==> config.mk <==
export PLATFORM = sky130hd
export DESIGN_NAME = sub_serial8
export DESIGN_NICKNAME = d
export VERILOG_FILES = /design/src/rtl/sub_serial8.sv
export SDC_FILE = /design/constraint.sdc
export NUM_CORES = 1
export LEC_CHECK = 0
export CAP_MARGIN = 40
export CORE_AREA = 5 5 99 101
export DETAILED_ROUTE_END_ITERATION = 8
export DIE_AREA = 0 0 104 106
export GPL_TIMING_DRIVEN = 0
export HOLD_SLACK_MARGIN = 0.06
export PLACE_DENSITY = 0.82
export SYNTH_ARGS = -nofsm -noshare
export SYNTH_HDL_FRONTEND = slang
export SYNTH_SLANG_ARGS = --single-unit
==> constraint.sdc <==
create_clock -name clk -period 6.42 [get_ports clk]
set_input_delay 1.926 -clock clk [delete_from_list [all_inputs] [get_ports clk]]
set_output_delay 1.926 -clock clk [all_outputs]
set_load 0.02 [all_outputs]
==> src/rtl/sub_serial8.sv <==
// Multi-cycle subtractor: computes a - b - bin one 8-bit slice per clock, LSB slice first,
// with a registered borrow between slices and a valid/ready handshake on both sides.
module sub_serial8 #(
    parameter int unsigned WIDTH = 32
) (
    input  logic             clk,
    input  logic             rst,
    input  logic             in_valid,
    output logic             in_ready,
    input  logic [WIDTH-1:0] a,
    input  logic [WIDTH-1:0] b,
    input  logic             bin,
    output logic             out_valid,
    input  logic             out_ready,
    output logic [WIDTH-1:0] diff,
    output logic             bout,
    output logic             zero,
    output logic             ovf
);

    localparam int unsigned SLICES = WIDTH / 8;
    localparam int unsigned CntW   = (SLICES > 1) ? $clog2(SLICES) : 1;

    typedef enum logic [1:0] {StIdle, StRun, StDone} state_e;

    state_e            state_q, state_d;
    logic [WIDTH-1:0]  a_q, a_d;
    logic [WIDTH-1:0]  b_q, b_d;
    logic [WIDTH-1:0]  diff_q, diff_d;
    logic [CntW-1:0]   cnt_q, cnt_d;
    logic              borrow_q, borrow_d;
    logic              nz_q, nz_d;
    logic              a_msb_q, a_msb_d;
    logic              b_msb_q, b_msb_d;
    logic              bout_q, bout_d;
    logic              zero_q, zero_d;
    logic              ovf_q, ovf_d;

    logic [7:0]        a8, b8, d8;
    logic [8:0]        sum9;
    logic              borrow_nxt;
    logic              last;
    logic [WIDTH+7:0]  diff_sh;

    always_comb begin
        state_d  = state_q;
        a_d      = a_q;
        b_d      = b_q;
        diff_d   = diff_q;
        cnt_d    = cnt_q;
        borrow_d = borrow_q;
        nz_d     = nz_q;
        a_msb_d  = a_msb_q;
        b_msb_d  = b_msb_q;
        bout_d   = bout_q;
        zero_d   = zero_q;
        ovf_d    = ovf_q;

        // a - b - br == a + ~b + ~br; carry-out of that sum is the inverted borrow
        a8         = a_q[7:0];
        b8         = b_q[7:0];
        sum9       = {1'b0, a8} + {1'b0, ~b8} + {8'd0, ~borrow_q};
        d8         = sum9[7:0];
        borrow_nxt = ~sum9[8];
        last       = (cnt_q == CntW'(SLICES - 1));
        diff_sh    = {d8, diff_q};

        case (state_q)
            StIdle: begin
                if (in_valid) begin
                    a_d      = a;
                    b_d      = b;
                    borrow_d = bin;
                    cnt_d    = '0;
                    nz_d     = 1'b0;
                    a_msb_d  = a[WIDTH-1];
                    b_msb_d  = b[WIDTH-1];
                    state_d  = StRun;
                end
            end
            StRun: begin
                a_d      = a_q >> 8;
                b_d      = b_q >> 8;
                borrow_d = borrow_nxt;
                diff_d   = diff_sh[WIDTH+7:8];
                nz_d     = nz_q | (|d8);
                if (last) begin
                    bout_d  = borrow_nxt;
                    zero_d  = ~(nz_q | (|d8));
                    ovf_d   = (a_msb_q ^ b_msb_q) & (d8[7] ^ a_msb_q);
                    state_d = StDone;
                end else begin
                    cnt_d = cnt_q + CntW'(1);
                end
            end
            StDone: begin
                if (out_ready) begin
                    state_d = StIdle;
                end
            end
            default: state_d = StIdle;
        endcase
    end

    always_ff @(posedge clk) begin
        if (rst) begin
            state_q  <= StIdle;
            a_q      <= '0;
            b_q      <= '0;
            diff_q   <= '0;
            cnt_q    <= '0;
            borrow_q <= 1'b0;
            nz_q     <= 1'b0;
            a_msb_q  <= 1'b0;
            b_msb_q  <= 1'b0;
            bout_q   <= 1'b0;
            zero_q   <= 1'b0;
            ovf_q    <= 1'b0;
        end else begin
            state_q  <= state_d;
            a_q      <= a_d;
            b_q      <= b_d;
            diff_q   <= diff_d;
            cnt_q    <= cnt_d;
            borrow_q <= borrow_d;
            nz_q     <= nz_d;
            a_msb_q  <= a_msb_d;
            b_msb_q  <= b_msb_d;
            bout_q   <= bout_d;
            zero_q   <= zero_d;
            ovf_q    <= ovf_d;
        end
    end

    assign in_ready  = (state_q == StIdle);
    assign out_valid = (state_q == StDone);
    assign diff      = diff_q;
    assign bout      = bout_q;
    assign zero      = zero_q;
    assign ovf       = ovf_q;

endmodule

==> summary.md, run 1 <==
| Metric | Value |
|---|---|
| Run status | `complete, no violations` |
| Fin area | `5864 µm²` |
| Mapped Avg Cell Area | `7.915 µm²` |
| Chip height | `106 µm` |
| Clk buf depth | `2` |
| Vias in the first global route | `4380` |
| Via count | `4489` |
| Total grt overflow | `0` |
| Syn Std Cell Area | `4496 µm²` |
| Layout cell share with drive strength beyond 1 | `2.907%` |
| Slowest stage delay, CP | `0.49 ns` |
| Area growth syn-to-layout | `30.45%` |
| Peak Freq | `273.0 MHz` |
| Yosys warns | `0` |
| Max-slew headroom | `57.46%` |
| Vias per cell | `5.618` |
| Clk slew on worst S/H paths | `0.11 ns` |
| Ports | `106` |
| Initial antenna violation count | `0` |
| # port buffers | `104` |
| Place WS | `2.370 ns` |
| Row count | `35` |
| Top cells by area, synth | `dfxtp_1, nand2_1, a311oi_1` |
| Worst Slack Setup Final | `2.758 ns` |
| Slew Viols, Final | `0` |
| Setup Viol. Count Final | `0` |
| Core box area | `8934 µm²` |
| Root buf cell | `clkbuf_8` |
| EDFF count, synth | `0` |
| Yosys reg bits | `107` |
| Hold-fix buffers at CTS | `0` |
| Power per cell area | `249.0 nW/µm²` |
| First-pass GRT wire length | `20310 µm` |
| CP Max Fanout | `10` |
| Largest net degree at the start of global routing | `21` |
| Residual DRC count | `0` |
| Gate Count Post-Synth | `568` |
| Clock latency on the worst-skew pair | `0.38 ns` |
| Final Skew | `0.01457 ns` |
| Initial drt markers | `236` |
| Setup crit end kind | `flop` |
| Yosys top cell by area | `dfxtp_1` |
| Async S/R FF share, synth | `0%` |
| Antenna-violating nets left | `0` |
| Final period util | `57.05%` |
| Synth unique cells | `40` |
| FILL cells | `758` |
| Unrepaired setup endpoints after global routing | `no` |
| Hpwl dp | `9734 µm` |
| Most common cell after layout, fill and taps aside | `nand2_1` |
| Critical-path top delay cell | `clkdlybuf4s50_1` |
| Critical Path RT | `6.66 ns` |
| Clock sinks | `107` |
| CP Class | `in2reg` |
| Worst path cell trace | `clkdlybuf4s50_1, nor2_1, nor2_1, clkbuf_1, clkbuf_1, a311oi_1` |
| Antenna cells | `0` |
| # Max-Cap Violations | `0` |
| Htree depth | `3` |
| Most common flop cell mapped by yosys | `dfxtp_1` |
| Synthesized net count | `647` |
| Drt pass-1 iters | `5` |
| GPL Wtd Cong | `0.8842` |
| Die W | `104 µm` |
| Setup repair bufs after CTS | `0` |
| Path depth of the worst reg2reg path | `8` |
| Routed WL | `12530 µm` |
| Starting Density | `50.32%` |
| CP Launch Type | `input port` |
| Max rail drop VDD | `0.0001200 V` |
| Leak Pwr | `2.170 nW` |
| Hold Path Stages | `2` |
| Most frequent cells in the layout | `nand2_1, dfxtp_1, clkdlybuf4s50_1, nor2_1, a311oi_1` |
| Final hold vios | `0` |
| WL per Instance | `15.68 µm` |
| Type of the worst min-delay path | `reg2reg` |
| CTS tree | `built` |
| Die area | `11020 µm²` |
| Final net count | `762` |
| CTS buffer count | `9` |
| Final TNS setup | `0 ns` |
| Gr usage total | `22.22%` |
| Placed instance area | `5675 µm²` |
| CTS resizes | `0` |
| Total design power | `0.001460 W` |
| Top-area cell type share of the netlist area | `47.65%` |
| Post-synthesis sequential area ratio | `47.65%` |
| Worst-margin pin slew | `0.6381 ns` |
| Arr. time, crit path | `3.90 ns` |
| Min Tclk post-route | `3.662 ns` |
state kept, by name, indices dropped and copies added, names as in the netlist, 2 cells and up:
name / flops
diff: 32
cnt_q: 2
a_q: 32
b_q: 32
state_q: 2
logic make-up (layout without fill, tap and decap cells):
group	Yosys count	after routing	share of synthesized area (%)
flops	107	107	47.65
buf+inv	56	176	4.676
fa+ha+maj	10	10	3.117
compound gates	128	128	20.68
xor+xnor	3	3	0.5846
simple gates	264	264	23.30
per-layer routing:
layer	GRT usage [%]	wire, µm
met5	0	0
met4	9.436	328
met3	4.311	862
met2	38.43	6131
met1	26.91	5205
final timing paths:
path | from | to | slack (ns)
worst min register to register | diff[6]$_SDFFE_PP0P_ | diff[6]$_SDFFE_PP0P_ | 0.46
worst max register to register | b_q[0]$_SDFFE_PP0P_ | zero$_SDFFE_PP0P_ | 3.75
worst min-delay path | diff[6]$_SDFFE_PP0P_ | diff[6]$_SDFFE_PP0P_ | 0.46
worst max-delay path | in_valid | b_q[16]$_SDFFE_PP0P_ | 2.76
power breakdown:
part           switching, W  internal (W)
Combinational      0.000184      0.000135
Sequential        0.0000301      0.000710
Clock              0.000251      0.000150
cell usage after synthesis, drive strengths merged, types with 2 or more instances:
cell,count
a2111oi,2
nor3,4
nand2b,3
a211oi,5
nand2,168
dfxtp,107
a211o,2
clkbuf,34
inv,12
fa,2
a22oi,15
buf,10
nor2b,2
a21oi,42
xnor2,2
a311oi,48
nor2,77
ha,8
o21ai,5
o21a,3
worst max-delay path, delay by kind of cell:
| kind | cells | cell delay (ns) |
|---|---|---|
| compound gates | 1 | 0.17 |
| buf+inv | 3 | 1.37 |
| simple gates | 2 | 0.42 |
layout make-up:
| class | count | area (µm²) | share of cell area (%) |
|---|---|---|---|
| Tap cell | 111 | 138.9 | 2.368 |
| Multi-Input combinational cell | 405 | 2143 | 36.55 |
| Sequential cell | 107 | 2142 | 36.53 |
| Inverter | 12 | 45.04 | 0.7681 |
| Timing Repair Buffer | 104 | 1041 | 17.75 |
| Buffer | 44 | 165.2 | 2.816 |
| Clock buffer | 9 | 123.9 | 2.112 |
| Clock inverter | 7 | 65.06 | 1.109 |
stage by stage:
step | util, % | std cells | hold WS, ns
after floorplan | - | 568 | 0.4366
after global placement | 63.53 | 783 | 0.4429
after detailed placement | 63.53 | 783 | 0.4484
after CTS | 65.64 | 799 | 0.4649
after global routing | 65.64 | 799 | 0.4854
final | 65.64 | 799 | 0.4610
No activity file was read; power rests on OpenSTA's default activity.
==> inputs of run 2 (changes only) <==
--- a/config.mk
+++ b/config.mk
@@ -6,12 +6,12 @@
 export NUM_CORES = 1
 export LEC_CHECK = 0
 export CAP_MARGIN = 40
-export CORE_AREA = 5 5 99 101
+export CORE_AREA = 5 5 106 108
 export DETAILED_ROUTE_END_ITERATION = 8
-export DIE_AREA = 0 0 104 106
+export DIE_AREA = 0 0 111 113
 export GPL_TIMING_DRIVEN = 0
 export HOLD_SLACK_MARGIN = 0.06
-export PLACE_DENSITY = 0.82
+export PLACE_DENSITY = 0.75
 export SYNTH_ARGS = -nofsm -noshare
 export SYNTH_HDL_FRONTEND = slang
 export SYNTH_SLANG_ARGS = --single-unit
==> constraint.sdc (replaced) <==
create_clock -name clk -period 3.1 [get_ports clk]
set_input_delay 0.93 -clock clk [delete_from_list [all_inputs] [get_ports clk]]
set_output_delay 0.93 -clock clk [all_outputs]
set_load 0.02 [all_outputs]
==> summary.md, run 2 (synthesis results as in run 1) <==
| Metric | Value |
|---|---|
| CTS buffer count | `9 (unchanged)` |
| Net Sw Power | `0.0009190 W (was 0.0004652 W)` |
| Slew Viols, Final | `0 (unchanged)` |
| Path depth of the worst reg2reg path | `8 (unchanged)` |
| Peak Freq | `369.0 MHz` |
| Htree depth | `3 (unchanged)` |
| Busiest layer in global routing | `met2 (unchanged)` |
| Antenna cells | `0 (unchanged)` |
| Ports | `106 (unchanged)` |
| Starting Density | `44.34% (was 50.32%)` |
| # Max-Cap Violations | `0 (unchanged)` |
| Area growth syn-to-layout | `31.67% (was 30.45%)` |
| Comb pwr share | `21.0% (was 21.8%)` |
| CTS resizes | `0 (unchanged)` |
| Final period util | `87.41%` |
| Routed WL | `12540 µm (was 12530 µm)` |
| Met3 global-route usage | `3.369% (was 4.311%)` |
| Gr usage total | `19.82% (was 22.22%)` |
| Most common cell after layout, fill and taps aside | `nand2_1 (unchanged)` |
| Initial antenna violation count | `0 (unchanged)` |
| Fin area | `5919 µm² (was 5864 µm²)` |
| WHS Endpoint | `diff[2]$_SDFFE_PP0P_ (was diff[6]$_SDFFE_PP0P_)` |
| Setup crit end kind | `flop (unchanged)` |
| Reg power frac | `49.0% (was 50.7%)` |
| Sw Share | `29.40% (was 31.87%)` |
| Clk buf depth | `2 (unchanged)` |
| GPL Wtd Cong | `0.8288 (was 0.8842)` |
| Final TNS setup | `0 ns (unchanged)` |
| Residual DRC count | `0 (unchanged)` |
| Initial drt markers | `265 (was 236)` |
| Worst-margin pin slew | `0.5957 ns (was 0.6381 ns)` |
| # port buffers | `104 (unchanged)` |
| Vias per cell | `5.290 (was 5.618)` |
| Final hold vios | `0 (unchanged)` |
| Row count | `37 (was 35)` |
| Antenna-violating nets left | `0 (unchanged)` |
| Via count | `4354 (was 4489)` |
| Final Skew | `0.009449 ns (was 0.01457 ns)` |
| Clock sinks | `107 (unchanged)` |
| Hpwl dp | `9804 µm (was 9734 µm)` |
| Unrepaired setup endpoints after global routing | `no (unchanged)` |
| Critical Path RT | `3.33 ns (was 6.66 ns)` |
| Placed instance area | `5707 µm² (was 5675 µm²)` |
| Largest net degree at the start of global routing | `18 (was 21)` |
| Run status | `complete, no violations (unchanged)` |
| Root buf cell | `clkbuf_8 (unchanged)` |
| Hold-fix buffers at CTS | `0 (unchanged)` |
| Chip height | `113 µm (was 106 µm)` |
| Max rail drop VDD | `0.0002842 V (was 0.0001200 V)` |
| CTS tree | `built (unchanged)` |
| Die W | `111 µm (was 104 µm)` |
| Met1 Track Usage GR | `25.29% (was 26.91%)` |
| Min Tclk post-route | `2.710 ns` |
| Setup repair bufs after CTS | `0 (unchanged)` |
| Final net count | `762 (unchanged)` |
| Drt pass-1 iters | `5 (unchanged)` |
| CP Class | `in2reg (unchanged)` |
| FILL cells | `917 (was 758)` |
| Internal | `0.002207 W (was 0.0009948 W)` |
| Leak Pwr | `2.176 nW (was 2.170 nW)` |
| Power per cell area | `528.0 nW/µm² (was 249.0 nW/µm²)` |
| Hold wc startpoint | `diff[2]$_SDFFE_PP0P_ (was diff[6]$_SDFFE_PP0P_)` |
| Clk slew on worst S/H paths | `0.10 ns (was 0.11 ns)` |
| Worst reg2reg setup slack | `0.42 ns (was 3.75 ns)` |
| Layout cell share with drive strength beyond 1 | `2.620% (was 2.907%)` |
| Clock Power Share | `30.0% (was 27.5%)` |
| First-pass GRT wire length | `20380 µm (was 20310 µm)` |
| Clock latency on the worst-skew pair | `0.37 ns (was 0.38 ns)` |
| Arr. time, crit path | `2.94 ns (was 3.90 ns)` |
| M2 GR Usage | `33.98% (was 38.43%)` |
| Die area | `12540 µm² (was 11020 µm²)` |
| Type of the worst min-delay path | `reg2reg (unchanged)` |
| Vias in the first global route | `4258 (was 4380)` |
| Total grt overflow | `0 (unchanged)` |
| Hold Path Stages | `2 (unchanged)` |
| CP Max Fanout | `10 (unchanged)` |
| CP Launch Type | `input port (unchanged)` |
| WL per Instance | `15.24 µm (was 15.68 µm)` |
| Critical R2R Capture | `zero$_SDFFE_PP0P_ (unchanged)` |
| Max-slew headroom | `60.29% (was 57.46%)` |
| Most frequent cells in the layout | `nand2_1, dfxtp_1, clkdlybuf4s50_1, nor2_1, a311oi_1 (unchanged)` |
| Core box area | `10140 µm² (was 8934 µm²)` |
| Reg2Reg Launch Point | `b_q[0]$_SDFFE_PP0P_ (unchanged)` |
| Setup Viol. Count Final | `0 (unchanged)` |
[run 2: worst max path at each step]
| stage | from | to | cells after the start |
|---|---|---|---|
| after CTS | in_valid | a_q[12]$_SDFFE_PP0P_ | 6 |
| final | in_valid | a_q[14]$_SDFFE_PP0P_ | 6 |
| after global routing | in_valid | a_q[20]$_SDFFE_PP0P_ | 6 |
| after detailed placement | in_valid | a_q[12]$_SDFFE_PP0P_ | 6 |
| after global placement | in_valid | a_q[12]$_SDFFE_PP0P_ | 6 |
| after floorplan | b_q[0]$_SDFFE_PP0P_ | zero$_SDFFE_PP0P_ | 8 |
[run 2: metal layers]
layer  part of all wire [%]  wire (µm)
met1                     45       5643
met4                    1.9        236
met2                     48       6007
met3                    5.2        655
met5                      0          0
[run 2: layout make-up]
cell class                 instances  area, µm²  area share (%)
multi-input combinational        405       2143           36.21
sequential                       107       2142           36.19
timing repair buffer             104       1041           17.59
tap                              136      170.2           2.875
buffer                            44      165.2           2.790
clock buffer                      10      127.6           2.156
clock inverter                     5      85.08           1.437
inverter                          12      45.04          0.7609
[run 2: critical path, cell delays in order]
cell	delay, ns
clkdlybuf4s50_1	0.50
nor2_1	0.06
nor2_1	0.36
clkbuf_1	0.50
buf_1	0.43
a311oi_1	0.16
[run 2: through the flow]
step | std cells | util (%) | total power (W) | setup slack [ns] | hold slack, ns
finish | 823 | 58.39 | 0.003126 | 0.3902 | 0.4655
global route | 823 | 58.39 | 0.003254 | 0.2224 | 0.4915
CTS | 823 | 58.39 | 0.003125 | 0.4277 | 0.4676
detailed placement | 808 | 56.29 | 0.002212 | 0.05531 | 0.4531
global placement | 808 | 56.29 | 0.002192 | 0.07259 | 0.4430
floorplan | 568 | - | 0.001954 | 0.7710 | 0.4366
[run 2: power by group through the flow]
stage	Combinational, W	Sequential, W	Clock, W
6_report	0.000657	0.00153	0.000937
5_1_grt	0.000719	0.00154	0.000992
4_1_cts	0.000653	0.00153	0.000941
3_5_place_dp	0.000649	0.00156	0
3_3_place_gp	0.000634	0.00156	0
2_1_floorplan	0.000389	0.00157	0
